--- config.mk ---
export PLATFORM = sky130hd
export DESIGN_NAME = uart_rx_oversampled
export DESIGN_NICKNAME = d
export VERILOG_FILES = /design/src/rtl/uart_rx_oversampled.sv
export SDC_FILE = /design/constraint.sdc
export NUM_CORES = 1
export LEC_CHECK = 0
export BUFFER_PORTS_ARGS = -buffer_cell sky130_fd_sc_hd__buf_2
export CAP_MARGIN = 20
export CORE_MARGIN = 4
export CORE_UTILIZATION = 45
export DETAILED_ROUTE_END_ITERATION = 16
export PLACE_DENSITY = 0.63
export RECOVER_POWER = 100
export SLEW_MARGIN = 20
export SYNTH_ARGS = -nofsm -noshare
export SYNTH_HDL_FRONTEND = slang
export SYNTH_SLANG_ARGS = --single-unit
--- constraint.sdc ---
create_clock -name clock_i -period 3.5 [get_ports clock_i]
set_input_delay 0.525 -clock clock_i [delete_from_list [all_inputs] [get_ports clock_i]]
set_output_delay 0.525 -clock clock_i [all_outputs]
set_load 0.01 [all_outputs]
--- src/rtl/uart_rx_oversampled.sv ---
// 8N1 UART receiver on an oversampling strobe: input synchronizer, 2-of-3 majority vote,
// false-start rejection, and registered done / framing-error pulses.
module uart_rx_oversampled #(
  parameter int unsigned DBIT       = 8,
  parameter int unsigned OVERSAMPLE = 16,
  parameter int unsigned SB_TICK    = 16
) (
  input  logic            clock_i,
  input  logic            reset_i,
  input  logic            s_tick,
  input  logic            rx,
  output logic [DBIT-1:0] dout,
  output logic            rx_done_tick,
  output logic            frame_err_tick,
  output logic [1:0]      rx_state
);

  localparam int unsigned SMAX   = (OVERSAMPLE > SB_TICK) ? OVERSAMPLE : SB_TICK;
  localparam int unsigned SCNT_W = (SMAX > 1) ? $clog2(SMAX) : 1;
  localparam int unsigned NCNT_W = (DBIT > 1) ? $clog2(DBIT) : 1;

  localparam logic [SCNT_W-1:0] S_MID  = SCNT_W'(OVERSAMPLE / 2 - 1);
  localparam logic [SCNT_W-1:0] S_LAST = SCNT_W'(OVERSAMPLE - 1);
  localparam logic [SCNT_W-1:0] S_STOP = SCNT_W'(SB_TICK - 1);
  localparam logic [NCNT_W-1:0] N_LAST = NCNT_W'(DBIT - 1);

  typedef enum logic [1:0] {
    IDLE  = 2'd0,
    START = 2'd1,
    DATA  = 2'd2,
    STOP  = 2'd3
  } state_t;

  state_t            state, state_n;
  logic [SCNT_W-1:0] s_cnt, s_cnt_n;
  logic [NCNT_W-1:0] n_cnt, n_cnt_n;
  logic [DBIT-1:0]   shreg, shreg_n;
  logic [DBIT-1:0]   dout_n;
  logic              done_n, ferr_n;
  logic              rx_meta, rx_s;
  logic [1:0]        samp;
  logic              maj;

  // Two-flop synchronizer for the asynchronous serial line
  always_ff @(posedge clock_i or negedge reset_i) begin
    if (!reset_i) begin
      rx_meta <= 1'b1;
      rx_s    <= 1'b1;
    end else begin
      rx_meta <= rx;
      rx_s    <= rx_meta;
    end
  end

  // Vote history; only the two most recent samples join the current one in the vote
  always_ff @(posedge clock_i or negedge reset_i) begin
    if (!reset_i) begin
      samp <= 2'b11;
    end else if (s_tick) begin
      samp <= {samp[0], rx_s};
    end
  end

  assign maj = (samp[1] & samp[0]) | (samp[1] & rx_s) | (samp[0] & rx_s);

  // State, counters, shift register and registered outputs
  always_ff @(posedge clock_i or negedge reset_i) begin
    if (!reset_i) begin
      state          <= IDLE;
      s_cnt          <= '0;
      n_cnt          <= '0;
      shreg          <= '0;
      dout           <= '0;
      rx_done_tick   <= 1'b0;
      frame_err_tick <= 1'b0;
    end else begin
      state          <= state_n;
      s_cnt          <= s_cnt_n;
      n_cnt          <= n_cnt_n;
      shreg          <= shreg_n;
      dout           <= dout_n;
      rx_done_tick   <= done_n;
      frame_err_tick <= ferr_n;
    end
  end

  // Next-state and frame decoding
  always_comb begin
    state_n = state;
    s_cnt_n = s_cnt;
    n_cnt_n = n_cnt;
    shreg_n = shreg;
    dout_n  = dout;
    done_n  = 1'b0;
    ferr_n  = 1'b0;
    case (state)
      IDLE: begin
        if (!rx_s) begin
          state_n = START;
          s_cnt_n = '0;
        end
      end
      START: begin
        if (s_tick) begin
          if (s_cnt == S_MID) begin
            s_cnt_n = '0;
            if (rx_s) begin
              state_n = IDLE;
            end else begin
              state_n = DATA;
              n_cnt_n = '0;
            end
          end else begin
            s_cnt_n = s_cnt + SCNT_W'(1);
          end
        end
      end
      DATA: begin
        if (s_tick) begin
          if (s_cnt == S_LAST) begin
            s_cnt_n = '0;
            shreg_n = {maj, shreg[DBIT-1:1]};
            if (n_cnt == N_LAST) begin
              state_n = STOP;
            end else begin
              n_cnt_n = n_cnt + NCNT_W'(1);
            end
          end else begin
            s_cnt_n = s_cnt + SCNT_W'(1);
          end
        end
      end
      STOP: begin
        if (s_tick) begin
          if (s_cnt == S_STOP) begin
            state_n = IDLE;
            s_cnt_n = '0;
            if (maj) begin
              dout_n = shreg;
              done_n = 1'b1;
            end else begin
              ferr_n = 1'b1;
            end
          end else begin
            s_cnt_n = s_cnt + SCNT_W'(1);
          end
        end
      end
      default: state_n = IDLE;
    endcase
  end

  assign rx_state = state;

endmodule

# [Word level (Yosys, flattened, before mapping)]
# Index checks and enable logic that the tools add are counted.
[totals] memories=0 ramBits=0 latchBits=0 word_cells=73 out_inout_bits=12 mem_bits_ro=0 reg_bits=31
[classes] muxes=31 addsub=2 multipliers=0 n_shift=0 reduce_logical=8 order_cmp=0 div=0 n_bitwise=5 n_eq_ne=17
[op_table] op="$mux 4" count=5
[op_table] op="$ne 2x2->1 const B" count=10
[op_table] op="$mux 2" count=9
[op_table] op="$mux 3" count=6
[op_table] op="$pmux 4 s3" count=1
[op_table] op="$mux 1" count=8
[op_table] op="$pmux 2 s4" count=1
[op_table] op="$reduce_and 8->1" count=1
[op_table] op="$reduce_and 7->1" count=1
[op_table] op="$pmux 3 s2" count=1
[op_table] op="$reduce_and 3->1" count=2
[op_table] op="$add 4x1->4 const B" count=1
[op_table] op="$eq 2x2->1 const B" count=2
[op_table] op="$eq 4x3->1 const B" count=1
[op_table] op="$eq 4x4->1 const B" count=1
[op_table] op="$reduce_and 4->1" count=1
[op_table] op="$add 3x1->3 const B" count=1
[op_table] op="$and 1x1->1" count=3
[op_table] op="$eq 3x3->1 const B" count=1
[op_table] op="$eq 2x1->1 const B" count=1
[op_table] op="$logic_not 2->1" count=1
[op_table] op="$ne 2x1->1 const B" count=1
[op_table] op="$or 1x1->1" count=2
[op_table] op="$reduce_bool 2->1" count=1
[op_table] op="$reduce_or 2->1" count=1

# [Longest topological paths before layout]
# Gate-level depths: netlist (run 1).
[depth] word_depth=7 mapped_depth=6

# [Least setup slack after synthesis (run 1)]
# OpenSTA, ideal clock, no wires.
[synth_path] path_type="in2reg" start="in s_tick" end="reg shreg[0]" arrival_time_ns=1.538 setup_ns=0.125 n_path_buf=1 t_required_ns=3.375 setup_slack_ns=1.837 stages=4 path_cell_list="buf_4 > nand4_4 > nor3b_4 > mux2_2"
[synth_between] elab_chain_len=1
[synth_lines] element="from (decl)" line_no="10" text="input logic s_tick,"
[synth_lines] element="$reduce_and 3->1 (no source line)"
[synth_lines] element="to (signal assigned)" line_no="80" text="shreg <= shreg_n;"
[synth_lines] element="to (decl)" line_no="37" text="logic [DBIT-1:0] shreg, shreg_n;"
# Every way passes these cells.
# A chain may end at the register's enable or synchronous reset.

# [Worst setup path in the final report (run 1)]
[layout_path] start="reg s_cnt[1]" end="reg shreg[4]"
[layout_between] elab_chain_len=2
[layout_lines] element="from (decl)" line_no="35" text="logic [SCNT_W-1:0] s_cnt, s_cnt_n;"
[layout_lines] element="from (signal assigned)" line_no="78" text="s_cnt <= s_cnt_n;"
[layout_lines] element="$eq 4x4->1" line_no="120" text="if (s_cnt == S_LAST) begin"
[layout_lines] element="$reduce_and 3->1 (no source line)"
# Every way passes these cells.

==> results by group, run 1 <==
Routing
  • Avg WL per Cell: 13.3 um
  • Via count: 874
  • Antenna-violating nets left: 0
  • Residual DRC count: 0
  • Pre-Repair DR Iteration Count: 4
  • Starting DRT DRC Count: 30
  • Via-to-Cell Ratio: ~5.2
  • Total routed wirelength: between 2000 and 2500 um

Worst hold path
  • HP Class: input port to flop

Run
  • Max-cap viol count: 1

CTS
  • Root Buffer: clkbuf_4
  • Post-CTS setup buffer count: 0
  • Post-CTS Hold Fix Bufs: 0
  • CTS tree: built
  • Max Root-Sink Buffers: 2
  • CTS sink cnt: 31
  • Resize count post-CTS: 0
  • Clk_lat worst skew: 0.34 ns
  • H-tree depth: 2
  • Clock transition at path regs: roughly 0.10 ns
  • CTS Buf Count: 5

Setup path
  • Crit. End Element: flop
  • Reg2Reg Setup Slack: about 1.1 ns
  • Critical path cell sequence: ha_1 > nand4_1 > nor3b_1 > mux2_2
  • Critical path arrival: ~2.6 ns
  • Worst EP required: around 3.7 ns
  • Crit path kind: flop to flop
  • Worst-path fanout max: 9
  • Max stage delay on crit path: 1.06 ns
  • Type of origin of the critical path: flop
  • Crit path max-delay cell type: nor3b_1

Outcome
  • Failing checks: capacitance limit, slew limit
  • Status: finished with violations

Layout
  • Commonest non-fill, non-tap cell in the layout: dfrtp_1
  • Nets: about 130
  • N_diodes: 0
  • Layout area overhead: 8.92%
  • Share of layout cells above drive strength 1: between 20 and 30%
  • Commonest non-fill, non-tap cells in the layout: dfrtp_1 (27), mux2_2 (20), clkbuf_1 (14)

Synthesis
  • Mean Syn Cell Area: 13.2 um2
  • Yosys reg bits: 31
  • Synth warn: 0
  • Syn Inst Count: between 100 and 150
  • Syn_nets: ~110
  • Yosys cell types: 32
  • Cell area after synthesis: roughly 0.0014 mm2
  • Sequential share of the synthesized area: between 50% and 60%

Place
  • Buffers on Ports: 15
  • Pre-CTS setup slack: roughly 1.6 ns
  • HPWL after DPL: between 1500 and 2000 um
  • Placer Congestion: a little under 0.8

Global route
  • First-pass GRT wire length: just over 4000 um
  • Grt ovf: 0
  • Vias in the first global route: about 900
  • Largest net degree at the start of global routing: 32
  • Total GRT Usage: 13.3%
  • Initial antenna violation count: 0

Die
  • Die area: just over 0.004 mm2
  • Starting Density: between 40% and 50%
  • I/O Pins: 16
  • Width of the chip: between 60 and 70 um
  • Core area: 0.00288 mm2
  • Cell row count: 19
  • Die height: around 64 um

Power
  • Power Density: 595 mW/mm2
  • Maximum vdd drop: approximately 0.33 mV
  • Leak: roughly 0.00070 uW

Timing
  • Hold Fails Final Rpt: 0
  • Max Transition Viols Final: 32
  • Worst Setup Slack, final: between 1 and 1.5 ns
  • Final period utilization: about two thirds
  • Fin Clk Skew: approximately 0.0090 ns
  • Unrepaired setup endpoints after global routing: no
  • Slew headroom: -4.54%
  • Fmax: ~420 MHz
  • Setup TNS: 0 ns
  • Final min period: about 2.4 ns
  • Slew @ Worst Pin: 1.57 ns
  • Setup violations, final: 0
worst max-delay path, delay by kind of cell (launching register included):
kind | cells | cell delay (ns)
and+or+nand+nor | 2 | 1.22
muxes | 1 | 0.42
DFF | 1 | 0.40
adders and majority gates | 1 | 0.24
report_power, final:
part | switching [uW] | total, uW | internal, uW
registers | 73.6 | 473 | 400
clock network | 125 | 242 | 117
logic | 98.1 | 195 | 96.4
Yosys cell counts:
cell	instances	share of area, %
o21ai_0	2	0.71
a22o_1	2	1.2
o22a_1	2	1.2
a221o_1	1	0.71
a21oi_1	3	1.1
inv_1	4	1.1
o211ai_1	1	0.54
a2111oi_2	1	1.1
o21a_4	1	1.1
maj3_1	1	0.71
nor3b_1	2	1.1
mux2_2	20	16
nor2_1	5	1.3
o22ai_1	1	0.45
dfrtp_1	27	48
dfstp_2	4	7.5
a31o_2	1	0.62
ha_1	3	2.7
nor3b_4	1	1.3
nand4_4	1	1.5
nand2_2	1	0.45
nor3_1	2	0.71
o21ba_2	1	0.71
nand2_1	5	1.3
mux2i_1	1	0.71
and2_1	1	0.45
xnor2_1	2	1.2
buf_2	3	1.1
and4_1	1	0.62
a21o_1	1	0.54
nand3_1	4	1.4
buf_4	1	0.54
registers in the layout, summed over array words and instances (netlist names), named ones only:
name	flops
dout	8
shreg	8
s_cnt	4
n_cnt	3
samp	2
frame_err_tick	1
rx_done_tick	1
rx_meta	1
rx_s	1
rx_state	1
per-stage QoR:
| step | std cells | total power, uW | hold slack, ns | util (%) | area [um2] |
|---|---|---|---|---|---|
| 3_3_place_gp | 159 | 697 | 0.347 | 52.4 | 1510 |
| 3_5_place_dp | 159 | 701 | 0.352 | 52.4 | 1510 |
| 5_1_grt | 167 | 975 | 0.245 | 53.1 | 1530 |
| 6_report | 167 | 910 | 0.279 | 53.1 | 1530 |
| 2_1_floorplan | 106 | 654 | 0.229 | - | 1400 |
| 4_1_cts | 167 | 943 | 0.236 | 54.9 | 1580 |
logic make-up (layout without fill, tap and decap cells):
family | after synthesis | in the layout | share of synthesized area, %
AOI/OAI and AO/OA | 17 | 17 | 9.99
xor gates and xnor gates | 2 | 2 | 1.25
and+or+nand+nor | 23 | 23 | 10.3
adders and majority gates | 4 | 4 | 3.39
DFF | 31 | 31 | 55.7
buffers and inverters | 8 | 27 | 2.68
muxes | 21 | 21 | 16.8
final timing paths:
kind,startpoint,depth (start not counted),to
setup / recovery,s_cnt[1],4,shreg[4]
hold / removal,rx,1,rx_meta
setup reg to reg,s_cnt[1],4,shreg[4]
hold reg to reg,rx_meta,0,rx_s
max in group asynchronous,reset_i,1,n_cnt[0]
min in group asynchronous,reset_i,1,n_cnt[2]
area by class of cell:
| type | count | area (um2) |
|---|---|---|
| fillers | 266 | 1350 |
| inverters | 4 | 15.0 |
| clock inverters | 1 | 7.51 |
| multi-input cells | 67 | 549 |
| clock buffers | 7 | 65.1 |
| repair buffers | 15 | 57.6 |
| well taps | 42 | 52.6 |
| flip-flops and latches | 31 | 781 |
per-layer routing:
metal	track usage [%]	vias to the layer above	wire length (um)	part of all wire [%]
li1	-	417	-	-
met1	15.2	436	1060	48
met2	20.5	16	992	45
met3	6.65	5	114	5.1
met4	6.47	0	55	2.5
met5	0	-	0	0
Note: power is estimated with default switching activity, not from simulation.
==> inputs of run 2 (changes only) <==
Settings changed: ABC_AREA from default to 1, PLACE_DENSITY 0.63 to 0.65.
Clock period 3.5 ns to 2 ns, I/O delays scaled along.
==> run 2 against run 1 <==
Effect of this change: the flow still finishes with violations (capacitance limit, slew limit); hold slack worse by 0.22 ns; cell count up 37%; critical endpoint is now dout[3]; utilization down 1.4 points; register-to-register slack worse by 0.73 ns; largest cell class unchanged.
==> results by group, run 2 <==
Setup path
  • Worst r2r src: s_cnt[0]
  • Type of origin of the critical path: flop
  • Worst EP required: 2.22 ns (-1.51 ns)
  • Crit. End Element: flop
  • Worst-path fanout max: 10 (+1)
  • Reg2reg end: dout[3]
  • R2R cell count: 6 (+2)
  • CP startpoint: s_cnt[0]
  • Critical path arrival: 1.83 ns (-0.79 ns)
  • Crit path kind: flop to flop
  • Reg2Reg Setup Slack: 0.39 ns (-0.73 ns)

Synthesis
  • Sequential share of the synthesized area: 54.1% (-1.6 points)
  • Count leader, synth: nand2_1
  • Dominant cells by area after synthesis: dfrtp_1 (47%), nand2_1 (14%), dfstp_2 (7.3%)
  • Syn_nets: 171 (+51%)
  • Async S/R FF share, synth: 100% (unchanged)
  • Syn Inst Count: 164 (+55%)
  • Post-synth top cells: nand2_1 (52), dfrtp_1 (27), o21ai_0 (21)
  • Number of synthesized flops with an enable pin: 0 (unchanged)
  • Yosys reg bits: 31 (unchanged)
  • Largest area contributor in the netlist: dfrtp_1
  • Area share of the largest cell type after synthesis: 46.8% (-1.4 points)
  • Cell area after synthesis: 0.00144 mm2 (+2.9%)
  • Synth Flop Type: dfrtp_1
  • Synth warn: 0 (unchanged)
  • Mean Syn Cell Area: 8.80 um2 (-33%)
  • Yosys cell types: 23 (-28%)

Routing
  • Via count: 1,081 (+24%)
  • Pre-Repair DR Iteration Count: 4 (unchanged)
  • Residual DRC count: 0 (unchanged)
  • Starting DRT DRC Count: 45 (+50%)
  • Avg WL per Cell: 11.2 um (-16%)
  • Via-to-Cell Ratio: 4.72 (-9.8%)
  • Antenna-violating nets left: 0 (unchanged)
  • Total routed wirelength: 2560 um (+15%)

Timing
  • Slew @ Worst Pin: 1.62 ns (+0.0501 ns)
  • Final hold slack: 0.0609 ns (-0.218 ns)
  • Final min period: 1.61 ns (-0.774 ns)
  • Hold Fails Final Rpt: 0 (unchanged)
  • Slew headroom: -7.88% (-3.3 points)
  • Setup TNS: 0 ns (unchanged)
  • Worst Setup Slack, final: 0.389 ns (-0.726 ns)
  • Unrepaired setup endpoints after global routing: no
  • Setup violations, final: 0 (unchanged)
  • Fmax: 621 MHz (+48%)
  • Final period utilization: 80.6% (+12 points)
  • Max Transition Viols Final: 32 (unchanged)
  • Fin Clk Skew: 0.0113 ns (+0.00225 ns)

Worst hold path
  • Hold path start: rx
  • Hold endpoint: rx_meta
  • Hold Crit Depth: 1 (unchanged)
  • HP Class: input port to flop

Global route
  • First-pass GRT wire length: 4830 um (+19%)
  • Initial antenna violation count: 0 (unchanged)
  • Total GRT Usage: 15.1% (+1.9 points)
  • Vias in the first global route: 1,104 (+23%)
  • Largest net degree at the start of global routing: 32 (unchanged)
  • Grt ovf: 0 (unchanged)

Layout
  • Commonest non-fill, non-tap cell in the layout: nand2_1
  • Post-Layout Inst Area: 0.00158 mm2 (+3.4%)
  • Commonest non-fill, non-tap cells in the layout: nand2_1 (52), dfrtp_1 (27), o21ai_0 (22)
  • Fillers: 330 (+24%)
  • Top flop regs: dout (8), shreg (8), s_cnt (4)
  • Nets: 191 (+46%)
  • Share of layout cells above drive strength 1: 11.4% (-17 points)
  • Layout area overhead: 9.36%
  • N_diodes: 0 (unchanged)

CTS
  • Max Root-Sink Buffers: 2 (unchanged)
  • H-tree depth: 2 (unchanged)
  • CTS Buf Count: 5 (unchanged)
  • Clock transition at path regs: 0.10 ns (about the same)
  • Post-CTS setup buffer count: 0 (unchanged)
  • Root Buffer: clkbuf_4
  • Post-CTS Hold Fix Bufs: 0 (unchanged)
  • CTS sink cnt: 31 (unchanged)
  • Clk_lat worst skew: 0.34 ns (about the same)
  • Resize count post-CTS: 0 (unchanged)
  • CTS tree: built

Power
  • Leak: 0.000851 uW (+21%)
  • Maximum vdd drop: 0.502 mV (+54%)
  • Power Density: 1010 mW/mm2 (+69%)

Die
  • Cell row count: 20 (+1)
  • Die area: 0.00418 mm2 (+2.6%)
  • Core area: 0.00305 mm2 (+6.1%)
  • Die height: 64.6 um (+1.3%)
  • I/O Pins: 16 (unchanged)
  • Width of the chip: 64.6 um (+1.3%)
  • Starting Density: 47.3% (-1.5 points)

Run
  • Max-cap viol count: 1 (unchanged)

Place
  • Area after DPL: 0.00155 mm2 (+2.9%)
  • HPWL after DPL: 1930 um (+26%)
  • Buffers on Ports: 15 (unchanged)
  • Placer Congestion: 0.737 (-4.4%)
  • Pre-CTS setup slack: 0.590 ns (-1.03 ns)

Outcome
  • Status: finished with violations
  • Failing checks: capacitance limit, slew limit
==> run 2: worst max-delay path by stage <==
stage	cells past startpoint	slack (ns)	endpoint
4_1_cts	7	0.57	dout[0]
3_5_place_dp	6	0.59	dout[3]
2_1_floorplan	8	0.72	flop
5_1_grt	7	0.23	dout[0]
3_3_place_gp	7	0.63	dout[4]
6_report	6	0.39	dout[3]
==> run 2: routing by layer <==
metal  vias to the layer above  track usage, %  share of wire [%]
met2                        14            24.9                 48
met3                         5            6.76                4.8
met5                         -               0                  0
met1                       503            17.5                 46
met4                         0            5.28                1.5
li1                        559               -                  -
==> run 2: cell type report <==
class / instances / area [um2] / area share [%]
clock buffer: 7 / 65.1 / 4.12
tap: 44 / 55.1 / 3.49
sequential: 31 / 781 / 49.4
multi-input combinational: 111 / 537 / 34.0
timing repair buffer: 15 / 58.8 / 3.72
clock inverter: 1 / 7.51 / 0.475
inverter: 20 / 75.1 / 4.75
==> run 2: report_power, final <==
part	switching [uW]	leakage (uW)	internal, uW
Clock	220	0.0000375	205
Sequential	74.4	0.000398	692
Combinational	270	0.000416	128
Total	564	0.000851	1030
==> run 2: stage by stage <==
| step | util [%] | instances | total power (uW) |
|---|---|---|---|
| final | 51.7 | 229 | 1590 |
| after global routing | 51.7 | 229 | 1730 |
| after CTS | 53.2 | 229 | 1640 |
| after detailed placement | 50.8 | 221 | 1210 |
| after global placement | 50.8 | 221 | 1190 |
| after floorplan | - | 164 | 1120 |
==> run 2: critical path, stage by stage, from the launching register on <==
cell and delay [ns]:
dfrtp_1 0.40, ha_1 0.23, nand3_1 0.17, nor2_1 0.27
nand2_4 0.16, o21ai_0 0.21, nand2_1 0.07
==> run 2: cell families after synthesis <==
| kind of cell | count (synthesis) | share of synthesized area [%] |
|---|---|---|
| simple gates | 78 | 24.7 |
| flops | 31 | 54.1 |
| buf+inv | 22 | 6.76 |
| compound gates | 29 | 11.3 |
| xor+xnor | 1 | 0.607 |
| fa+ha+maj | 3 | 2.60 |
